==> config.mk <==
export PLATFORM = sky130hd
export DESIGN_NAME = id_ex_reg
export DESIGN_NICKNAME = d
export VERILOG_FILES = /design/src/rtl/id_ex_reg_pkg.sv /design/src/rtl/id_ex_reg_pipe_reg.sv /design/src/rtl/id_ex_reg.sv
export SDC_FILE = /design/constraint.sdc
export NUM_CORES = 1
export LEC_CHECK = 0
export CAP_MARGIN = 20
export CORE_AREA = 2 2 128 130
export DETAILED_ROUTE_END_ITERATION = 10
export DIE_AREA = 0 0 130 132
export PLACE_DENSITY = 0.82
export REMOVE_ABC_BUFFERS = 1
export SKIP_CTS_REPAIR_TIMING = 1
export SYNTH_ARGS = -nofsm -noshare
export SYNTH_HDL_FRONTEND = slang
export SYNTH_SLANG_ARGS = --single-unit
==> constraint.sdc <==
create_clock -name clock -period 3.9 [get_ports clock]
set_input_delay 0.78 -clock clock [delete_from_list [all_inputs] [get_ports clock]]
set_output_delay 0.78 -clock clock [all_outputs]
set_load 0.01 [all_outputs]
==> src/rtl/id_ex_reg_pkg.sv <==
// Shared pipeline widths and field-group types used by the hazard mux, ID/EX and EX/MEM registers.
// Control and data are grouped as packed structs so each group moves through one pipe_reg.
package id_ex_reg_pkg;

    localparam int ALU_OP_W     = 2;
    localparam int MEM_CTRL_W   = 3;
    localparam int WB_CTRL_W    = 2;
    localparam int REG_ADDR_W   = 5;
    localparam int DATA_W       = 32;
    localparam int BUBBLE_CNT_W = 16;

    typedef struct packed {
        logic                  reg_dest;
        logic [ALU_OP_W-1:0]   alu_op;
        logic                  alu_src;
        logic [MEM_CTRL_W-1:0] mem_ctrl;
        logic [WB_CTRL_W-1:0]  wb_ctrl;
    } ctrl_t;

    typedef struct packed {
        logic [DATA_W-1:0]     pc_plus4;
        logic [DATA_W-1:0]     read_data1;
        logic [DATA_W-1:0]     read_data2;
        logic [DATA_W-1:0]     sign_ext_imm;
        logic [REG_ADDR_W-1:0] rs;
        logic [REG_ADDR_W-1:0] rt;
        logic [REG_ADDR_W-1:0] rd;
    } data_t;

    localparam int CTRL_W     = $bits(ctrl_t);
    localparam int DATA_BUS_W = $bits(data_t);

    // The hazard mux signals a bubble by zeroing every control field.
    function automatic logic is_ctrl_bubble(input ctrl_t c);
        return (c == '0);
    endfunction

    function automatic logic [BUBBLE_CNT_W-1:0] sat_inc(input logic [BUBBLE_CNT_W-1:0] c);
        return (c == '1) ? c : c + {{(BUBBLE_CNT_W-1){1'b0}}, 1'b1};
    endfunction

endpackage

==> src/rtl/id_ex_reg_pipe_reg.sv <==
// Generic pipeline register slice: sync reset and clear load zero, enable=0 holds.
// One cycle latency; clear takes priority over enable so a flush wins over a stall.
module pipe_reg #(
    parameter int WIDTH = 1
) (
    input  logic             clock,
    input  logic             reset,
    input  logic             enable,
    input  logic             clear,
    input  logic [WIDTH-1:0] d,
    output logic [WIDTH-1:0] q
);

    logic [WIDTH-1:0] q_q;

    always_ff @(posedge clock) begin
        if (reset) begin
            q_q <= '0;
        end else if (clear) begin
            q_q <= '0;
        end else if (enable) begin
            q_q <= d;
        end
    end

    assign q = q_q;

endmodule

==> src/rtl/id_ex_reg.sv <==
// ID/EX pipeline register: 1-cycle latency, stall holds every field, flush inserts a zeroed bubble.
// Also counts bubbles entering EX (saturating), excluding reset cycles.
import id_ex_reg_pkg::*;

module id_ex_reg (
    input  logic                    clock,
    input  logic                    reset,
    input  logic                    stall,
    input  logic                    flush,
    input  logic                    validIn,
    input  logic                    hzdRegDest,
    input  logic [ALU_OP_W-1:0]     hzdAluOp,
    input  logic                    hzdAluSrc,
    input  logic [MEM_CTRL_W-1:0]   hzdMemControlIdEx,
    input  logic [WB_CTRL_W-1:0]    hzdWbControlIdEx,
    input  logic [DATA_W-1:0]       pcPlus4,
    input  logic [DATA_W-1:0]       readData1,
    input  logic [DATA_W-1:0]       readData2,
    input  logic [DATA_W-1:0]       signExtImm,
    input  logic [REG_ADDR_W-1:0]   rs,
    input  logic [REG_ADDR_W-1:0]   rt,
    input  logic [REG_ADDR_W-1:0]   rd,
    output logic                    exRegDest,
    output logic [ALU_OP_W-1:0]     exAluOp,
    output logic                    exAluSrc,
    output logic [MEM_CTRL_W-1:0]   memControlIdEx,
    output logic [WB_CTRL_W-1:0]    wbControlIdEx,
    output logic [DATA_W-1:0]       exPcPlus4,
    output logic [DATA_W-1:0]       exReadData1,
    output logic [DATA_W-1:0]       exReadData2,
    output logic [DATA_W-1:0]       exSignExtImm,
    output logic [REG_ADDR_W-1:0]   exRs,
    output logic [REG_ADDR_W-1:0]   exRt,
    output logic [REG_ADDR_W-1:0]   exRd,
    output logic                    validOut,
    output logic [BUBBLE_CNT_W-1:0] bubbleCount
);

    ctrl_t ctrl_in;
    ctrl_t ctrl_q;
    data_t data_in;
    data_t data_q;
    logic  valid_in_d;
    logic  valid_q;
    logic  load_en;
    logic  bubble;

    logic [BUBBLE_CNT_W-1:0] bubble_cnt_d;
    logic [BUBBLE_CNT_W-1:0] bubble_cnt_q;

    assign ctrl_in = {hzdRegDest, hzdAluOp, hzdAluSrc, hzdMemControlIdEx, hzdWbControlIdEx};
    assign data_in = {pcPlus4, readData1, readData2, signExtImm, rs, rt, rd};

    assign load_en = ~stall;

    // A zeroed control word from the hazard mux is not a real instruction even if ID says valid.
    assign valid_in_d = validIn & ~is_ctrl_bubble(ctrl_in);

    pipe_reg #(.WIDTH(CTRL_W)) u_ctrl_reg (
        .clock  (clock),
        .reset  (reset),
        .enable (load_en),
        .clear  (flush),
        .d      (ctrl_in),
        .q      (ctrl_q)
    );

    pipe_reg #(.WIDTH(DATA_BUS_W)) u_data_reg (
        .clock  (clock),
        .reset  (reset),
        .enable (load_en),
        .clear  (flush),
        .d      (data_in),
        .q      (data_q)
    );

    pipe_reg #(.WIDTH(1)) u_valid_reg (
        .clock  (clock),
        .reset  (reset),
        .enable (load_en),
        .clear  (flush),
        .d      (valid_in_d),
        .q      (valid_q)
    );

    // Flush counts once even when stall is also high; a plain stall never counts.
    assign bubble = flush | (load_en & (~validIn | is_ctrl_bubble(ctrl_in)));

    always_comb begin
        bubble_cnt_d = bubble_cnt_q;
        if (bubble) begin
            bubble_cnt_d = sat_inc(bubble_cnt_q);
        end
    end

    always_ff @(posedge clock) begin
        if (reset) begin
            bubble_cnt_q <= '0;
        end else begin
            bubble_cnt_q <= bubble_cnt_d;
        end
    end

    assign exRegDest      = ctrl_q.reg_dest;
    assign exAluOp        = ctrl_q.alu_op;
    assign exAluSrc       = ctrl_q.alu_src;
    assign memControlIdEx = ctrl_q.mem_ctrl;
    assign wbControlIdEx  = ctrl_q.wb_ctrl;

    assign exPcPlus4      = data_q.pc_plus4;
    assign exReadData1    = data_q.read_data1;
    assign exReadData2    = data_q.read_data2;
    assign exSignExtImm   = data_q.sign_ext_imm;
    assign exRs           = data_q.rs;
    assign exRt           = data_q.rt;
    assign exRd           = data_q.rd;

    assign validOut       = valid_q;
    assign bubbleCount    = bubble_cnt_q;

endmodule

# After elaboration in Yosys (flattened, before gate mapping)
# Index checks and enable logic that the tools add are counted.
[word_totals]
input_bits = 157
out_inout_bits = 169
ff_bits = 169
wordCells = 17
[op_classes]
addsub = 1
eq_ne = 1
bitwise_logic = 8
n_reduce_logical = 3
[ops]
columns = ["operator", "count"]
rows = [
  ["adder 16 x 1 -> 16 bit, second input constant", 1],
  ["== test 16 bit, second input constant", 1],
  ["zero test 9 bit", 1],
  ["NOT 1 bit", 4],
  ["bitwise AND 1 bit", 2],
  ["OR 1 bit", 2],
  ["AND reduction 2 bit", 1],
  ["OR reduction 2 bit", 1],
]

# Logic depth before layout (Yosys ltp)
# Gate-level depths: netlist of the first run.
[depth]
ltp_word = 5
ltp_mapped = 7

# Hierarchy
# A second synthesis of the first run with hierarchy kept.
[hier_totals]
hier_cells = 607
area_unflattened_um2 = 6404.9
[by_module_without_submodules]
columns = ["mod", "cells_per_inst", "instances", "area_per_inst_um2", "seq_area_each_um2"]
rows = [
  ["pipe_reg at u_data_reg", 462, 1, 5094.9, 2862.7],
  ["id_ex_reg", 112, 1, 940.9, 320.3],
  ["pipe_reg at u_ctrl_reg", 30, 1, 329.1, 180.2],
  ["pipe_reg at u_valid_reg", 3, 1, 40.0, 20.0],
]

# Worst setup path before layout of the first run
# OpenSTA, ideal clock, no wires.
[synth_timing]
path_type = "input port to flip-flop"
start = "input port hzdMemControlIdEx[0]"
end = "register bubble_cnt_q[12], in the netlist bubbleCount[12]"
setup_slack_ns = 1.692
path_buffers = 1
arrival_time_ns = 2.087
cell_stages = 5
setup_time_ns = 0.121
path_cell_list = "nor4_4 -> a41oi_4 -> buf_6 -> nor4b_1 -> mux2_2"
[synth_between]
elab_chain_cells = 5
[synth_rtl]
columns = ["element", "line_no", "source"]
rows = [
  ["start, declared", "id_ex_reg.sv:14", "input logic [MEM_CTRL_W-1:0] hzdMemControlIdEx,"],
  ["zero test 9 bit", "id_ex_reg_pkg.sv:35", "return (c == '0);"],
  ["OR 1 bit", "id_ex_reg.sv:87", "assign bubble = flush | (load_en & (~validIn | is_ctrl_bubble(ctrl_in)));"],
  ["bitwise AND 1 bit", "id_ex_reg.sv:87", ""],
  ["OR 1 bit", "id_ex_reg.sv:87", ""],
  ["AND reduction 2 bit (no source line)", "--", ""],
  ["end signal, assigned", "id_ex_reg.sv:100", "bubble_cnt_q <= bubble_cnt_d;"],
  ["end, declared", "id_ex_reg.sv:49", "logic [BUBBLE_CNT_W-1:0] bubble_cnt_q;"],
]
# No other way between the ends.
# A chain may end at the register's enable or synchronous reset.

# Final worst setup path of the first run
# Same ends and word-level chain as after synthesis.

==> impl_metrics.yaml, run 1 <==
cts:
  htreeDepth: 4
  clock-root-buffer: "sky130_fd_sc_hd__clkbuf_16"
  cts_tree: "built"
  cts_clock_pin_slew_for_the_worst_setup_and_hold_paths_ns: 0.06
  insertion_delay_ns: 0.41
  number_of_clock_sinks: 169
  numCtsBuffers: 17
  cts_buffer_depth: 2
power:
  power.ir.vdd_worst_v: 0.000276
  power_frac_comb_pct: 12.9
  power_density_nw_per_um2: 388
  pwr-share-seq_pct: 45.5
  sw_frac_of_total_pct: 22.9
  share_clk_of_total_power_pct: 41.6
  leakage_nw: 4.14
  power.switching_mw: 0.909
  cell_internal_pwr_mw: 3.07
  post-layout-total-power_mw: 3.98
route:
  route.detailed.drc: 0
  wl_microns: 18100
  route.antenna.remaining_nets: 0
  route.detailed.wl_per_inst_microns: 16.0
  detail_route.iter0.violations: 215
  route.vias.total: 5374
  detail_route.first_pass.iterations: 4
  vias_per_cell: 4.73
worst_setup_path:
  start_kind: "input pin"
  timing.critical_path.arrival_ns: 2.84
  critical_path.slowest_cell: "sky130_fd_sc_hd__nor4b_1"
  wp_data_required_ns: 4.20
  crit_path_end_kind: "register"
  cp_max_fo: 25
  worst_path_dominant_cell_family: "simple AND/OR/NAND/NOR gates"
  crit_chain: "clkdlybuf4s50_1 -> nor4_4 -> a41oi_4 -> nor4b_1 -> mux2_2"
  timing.setup.critical_path_class: "input pin to register"
  cp_num_buf_inv: 1
  timing.critical_path.slowest_cell_delay_ns: 0.49
grt:
  globalRoute.totalOverflow: 0
  wire_length_of_the_first_global_routing_pass_microns: 28200
  globalRouteTotalUtil_pct: 20.9
  grt_start_max_net_pins: 121
  number_of_antenna_violations_at_the_first_check_in_global_routing: 0
  grt_pass1_vias: 5331
placed_design:
  numPortBuffers: 325
  dp_hpwl_microns: 13000
  finalWeightedCongestion: 0.783
  placed_area_sq_um: 9670
cells_and_area:
  mostFrequentLayoutCell: "sky130_fd_sc_hd__clkdlybuf4s50_1"
  drive_above_1_share_pct: 4.90
  finalNetCount: 1066
  layout.filler_cells: 1282
  layout-area-overhead-vs-synth_pct: 63.9
  antenna-diode-count: 0
  final_cell_area_sq_um: 10200
  layout.cells.most_common_list: "sky130_fd_sc_hd__clkdlybuf4s50_1, sky130_fd_sc_hd__dfxtp_1, sky130_fd_sc_hd__nor2_1"
floorplan:
  start_util_pct: 39.8
  design.die.area_sq_um: 17200
  floorplan.die.width_microns: 130
  core-area_sq_um: 15700
  die_height_microns: 132
  ioPinCount: 326
  rows: 46
synthesis:
  yosys_warnings: 0
  edff_count_synth: 0
  synth.cell_area_sq_um: 6250
  combinational_family_with_the_most_area_after_synthesis: "multiplexers"
  postSynthCellCount: 600
  synth-simple-area-share_pct: 14.6
  post_synthesis_share_of_cell_area_spent_on_full_adders_half_adders_and_majority_gates_pct: 0.200
  ys_seq_elements: 169
  post_synth_xor_area_fraction_pct: 0
  synth_flop_cell: "sky130_fd_sc_hd__dfxtp_1"
  synth-compound-area-share_pct: 2.54
  synth-seq-area-share_pct: 54.1
  synthesis.area_per_instance_sq_um: 10.4
  post_synth_mux_area_share_pct: 25.6
  synth_cell_types: 30
  synth-async-reset-ratio_pct: 0
sta:
  fmax_mhz: 395
  slew_headroom_pct: 28.8
  worst-slew-pin-transition_ns: 1.07
  setup_repair_after_global_routing_missed_its_margin: "no"
  timing.final.crit_period_ns: 2.53
  setup_viol_count_final: 0
  fin_worst_skew_ns: 0.00768
  final-max-slew-violation-count: 0
  fin_setup_tns_ns: 0
  final_min_period_over_clock_period_pct: 65.0
  timing_hold_violations_final: 0
run:
  cap_violations: 0
status:
  run_status: "complete, no violations"
worst_hold_path:
  class_of_the_worst_hold_path: "register to register"
-- worst register-to-register path: cells and delay by family, from the launching register on --
family        cells  cell delay [ns]
simple gates      3             1.01
mux               1             0.37
flops             1             0.35
fa+ha+maj         1             0.24
-- path summary, 6_finish.rpt --
kind                                        from                              to  slack, ns  cells past startpoint
setup / recovery            hzdMemControlIdEx[0]    bubbleCount[12]$_SDFFE_PP0P_       1.37                      5
hold reg to reg   u_data_reg.q[101]$_SDFFE_PP0N_  u_data_reg.q[101]$_SDFFE_PP0N_       0.49                      2
hold / removal    u_data_reg.q[101]$_SDFFE_PP0N_  u_data_reg.q[101]$_SDFFE_PP0N_       0.49                      2
setup reg to reg     bubbleCount[0]$_SDFFE_PP0P_    bubbleCount[15]$_SDFFE_PP0P_       1.81                      5
-- layer usage --
layer / part of all wire (%) / wire (microns) / track usage (%)
met4: 1.8 / 335 / 5.91
met3: 9.6 / 1740 / 8.56
met2: 49 / 8940 / 36.0
met1: 39 / 7120 / 23.5
met5: 0 / 0 / 0
-- logic make-up after synthesis --
group           Yosys count
mux                     159
fa+ha+maj                 1
flops                   169
buf+inv                  43
simple gates            206
compound gates           22
-- power by group through the flow --
stage	combinational, mW	sequential [mW]	clock [mW]
after global placement	0.507	1.84	0
after CTS	0.516	1.81	1.69
final	0.512	1.81	1.65
after floorplan	0.140	1.87	0
after global routing	0.550	1.81	1.77
after detailed placement	0.512	1.85	0
-- flip-flops by register name, summed over array words and instances, names as in the netlist --
register       count
bubbleCount       16
u_ctrl_reg.q       9
u_data_reg.q     143
u_valid_reg.q      1
-- layout make-up --
cell class                      instances  area, sq um  area share, %
Clock buffer                           19          453           4.42
Clock inverter                         11          121           1.18
Inverter                                3         11.3          0.110
Multi-Input combinational cell        388         2680           26.2
Sequential cell                       169         3380           33.0
Tap cell                              216          270           2.64
Timing Repair Buffer                  329         3320           32.4
-- synthesized netlist by cell type (2+ instances only) --
library cell | n | area share [%]
sky130_fd_sc_hd__mux2_2 | 6 | 1.1
sky130_fd_sc_hd__nor4_1 | 5 | 0.50
sky130_fd_sc_hd__nand2b_1 | 2 | 0.20
sky130_fd_sc_hd__nor2b_1 | 6 | 0.60
sky130_fd_sc_hd__buf_1 | 2 | 0.12
sky130_fd_sc_hd__nand2_1 | 5 | 0.30
sky130_fd_sc_hd__mux2i_1 | 153 | 25
sky130_fd_sc_hd__buf_2 | 14 | 1.1
sky130_fd_sc_hd__nand3_1 | 6 | 0.48
sky130_fd_sc_hd__inv_1 | 3 | 0.18
sky130_fd_sc_hd__a21oi_1 | 10 | 0.80
sky130_fd_sc_hd__dfxtp_1 | 169 | 54
sky130_fd_sc_hd__clkbuf_1 | 23 | 1.4
sky130_fd_sc_hd__or4_1 | 8 | 0.96
sky130_fd_sc_hd__nand4_1 | 2 | 0.20
sky130_fd_sc_hd__and4_1 | 5 | 0.70
sky130_fd_sc_hd__o31ai_1 | 8 | 0.96
sky130_fd_sc_hd__nor2_1 | 161 | 9.7
-- through the flow --
step / worst slack, ns / std cells / util, % / hold slack, ns
2_1_floorplan: 1.46 / 560 / - / 0.498
3_3_place_gp: 1.03 / 1105 / 61.6 / 0.472
3_5_place_dp: 0.963 / 1105 / 61.6 / 0.481
4_1_cts: 1.35 / 1135 / 65.2 / 0.497
5_1_grt: 1.24 / 1135 / 65.2 / 0.521
6_report: 1.37 / 1135 / 65.2 / 0.491
Note: power is estimated with default switching activity, not from simulation.
==> run 2: changes to the inputs <==
- CORE_AREA: 2 2 128 130 -> default
- CORE_UTILIZATION: default -> 40
- DIE_AREA: 0 0 130 132 -> default
- clock period: 3.9 -> 2.5 ns (I/O delays scaled with it)
==> impl_metrics.yaml, run 2 (synthesis results as in run 1) <==
status:
  run_status: "complete, no violations"
floorplan:
  die_height_microns: 127
  ioPinCount: 326
  rows: 45
  start_util_pct: 41.1
  core-area_sq_um: 15200
  floorplan.die.width_microns: 127
  design.die.area_sq_um: 16100
worst_setup_path:
  wp_data_required_ns: 2.86
  crit_chain: "clkdlybuf4s50_1 -> nor4_4 -> a41oi_4 -> buf_12 -> or4_1 -> a21oi_1"
  timing.critical_path.arrival_ns: 2.49
  timing.critical_path.slowest_cell_delay_ns: 0.50
  timing.setup.critical_path_class: "input pin to register"
  crit_path_end_kind: "register"
  setup.worst_path.start: "hzdMemControlIdEx[0]"
  cp_max_fo: 12
  cp_num_buf_inv: 2
  worst_path_dominant_cell_family: "simple AND/OR/NAND/NOR gates"
  start_kind: "input pin"
  worstReg2RegStart: "bubbleCount[0]$_SDFFE_PP0P_"
  critical_path.slowest_cell: "sky130_fd_sc_hd__or4_1"
power:
  post-layout-total-power_mw: 6.24
  power.ir.vdd_worst_v: 0.000499
  power_frac_comb_pct: 12.9
  power.switching_mw: 1.45
  leakage_nw: 4.19
  pwr-share-seq_pct: 45.2
  sw_frac_of_total_pct: 23.3
  share_clk_of_total_power_pct: 41.9
  cell_internal_pwr_mw: 4.79
  power_density_nw_per_um2: 607
grt:
  grt_start_max_net_pins: 115
  number_of_antenna_violations_at_the_first_check_in_global_routing: 1
  grt_pass1_vias: 5107
  wire_length_of_the_first_global_routing_pass_microns: 26700
  globalRoute.totalOverflow: 0
  globalRouteTotalUtil_pct: 21.4
cells_and_area:
  layout.cells.most_common_list: "sky130_fd_sc_hd__clkdlybuf4s50_1, sky130_fd_sc_hd__dfxtp_1, sky130_fd_sc_hd__nor2_1"
  fin_cells: 1115
  largest_register_ff_count: 143
  layout.filler_cells: 1233
  drive_above_1_share_pct: 5.51
  layout-area-overhead-vs-synth_pct: 64.6
  finalNetCount: 1071
  final_cell_area_sq_um: 10300
  mostFrequentLayoutCell: "sky130_fd_sc_hd__clkdlybuf4s50_1"
sta:
  fin_worst_skew_ns: 0.00858
  timing.final.crit_period_ns: 2.13
  fmax_mhz: 469
  worst-slew-pin-transition_ns: 0.838
  final-max-slew-violation-count: 0
  setup_viol_count_final: 0
  hold-worst-slack_ns: 0.426
  slew_headroom_pct: 44.1
  timing_hold_violations_final: 0
  final_min_period_over_clock_period_pct: 85.3
  setup_repair_after_global_routing_missed_its_margin: "no"
route:
  route.vias.total: 5366
  route.detailed.drc: 0
  route.antenna.remaining_nets: 0
  detail_route.iter0.violations: 243
  wl_microns: 17500
  vias_per_cell: 4.81
  detail_route.first_pass.iterations: 4
  route.detailed.wl_per_inst_microns: 15.7
placed_design:
  dp_hpwl_microns: 12700
  finalWeightedCongestion: 0.763
  numPortBuffers: 325
  placed_area_sq_um: 9700
  dp_cells: 1082
cts:
  insertion_delay_ns: 0.42
  cts_tree: "built"
  number_of_clock_sinks: 169
  cts_clock_pin_slew_for_the_worst_setup_and_hold_paths_ns: 0.07
  htreeDepth: 4
  clock-root-buffer: "sky130_fd_sc_hd__clkbuf_16"
  cts_buffer_depth: 2
  numCtsBuffers: 17
run:
  cap_violations: 0
worst_hold_path:
  hold_start: "stall"
  class_of_the_worst_hold_path: "input pin to register"
## run 2: cell count changes in the layout (fill, tap and decap cells not counted)
| cell | previous run | this run |
|---|---|---|
| sky130_fd_sc_hd__clkbuf_1 | 0 | 1 |
| sky130_fd_sc_hd__diode_2 | 0 | 1 |
| sky130_fd_sc_hd__buf_4 | 1 | 4 |
| sky130_fd_sc_hd__inv_8 | 0 | 1 |
| sky130_fd_sc_hd__clkinvlp_4 | 2 | 1 |
| sky130_fd_sc_hd__inv_6 | 2 | 3 |
| sky130_fd_sc_hd__buf_12 | 3 | 5 |
| sky130_fd_sc_hd__clkinv_4 | 1 | 2 |
| sky130_fd_sc_hd__clkbuf_8 | 3 | 2 |
## run 2: worst paths after layout
check	depth (start not counted)	end	slack [ns]
min	3	u_ctrl_reg.q[4]$_SDFFE_PP0N_	0.43
min reg2reg	2	u_data_reg.q[61]$_SDFFE_PP0N_	0.49
max	6	bubbleCount[6]$_SDFFE_PP0P_	0.37
max reg2reg	5	bubbleCount[10]$_SDFFE_PP0P_	0.43
## run 2: layer usage
metal  track usage, %  wire length, microns  up-vias
met4             9.45                   389        0
met5                0                     0        -
met3             7.62                  1420       28
met2             36.4                  8500      197
li1                 -                     -     2668
met1             24.2                  7140     2473
## run 2: final cells by class
class / count / area, sq um / share of cell area, %
Tap cell: 188 / 235 / 2.29
Timing Repair Buffer: 334 / 3390 / 32.9
Antenna cell: 1 / 2.50 / 0.0243
Clock buffer: 19 / 443 / 4.31
Clock inverter: 13 / 143 / 1.39
Inverter: 3 / 11.3 / 0.109
Multi-Input combinational cell: 388 / 2680 / 26.1
Sequential cell: 169 / 3380 / 32.9
## run 2: metrics by stage
step	utilization [%]	TNS [ns]	setup WS (ns)
after floorplan	-	0	0.339
after global placement	63.8	-0.0461	-0.0134
after detailed placement	63.8	-0.211	-0.0548
after CTS	67.7	0	0.400
after global routing	67.7	0	0.257
final	67.7	0	0.369
## run 2: power by group through the flow
stage               clock network, mW  logic, mW  registers (mW)
floorplan                           0      0.218            2.92
global placement                    0      0.801            2.88
detailed placement                  0      0.807            2.88
CTS                              2.68      0.812            2.82
global route                     2.78      0.863            2.83
finish                           2.62      0.804            2.82
## run 2: worst reg2reg max path, delay by kind of cell, from the launching register on
family / cells / cell delay, ns
adder cells (fa/ha/maj): 1 / 0.23
flip-flops: 1 / 0.42
multiplexers: 1 / 0.30
AND/OR/NAND/NOR: 3 / 1.00
==> run 3: changes to the inputs <==
- SLEW_MARGIN: default -> 20
==> results of run 3 <==
No change in the layout: final DEF, timing and power equal those of run 2.
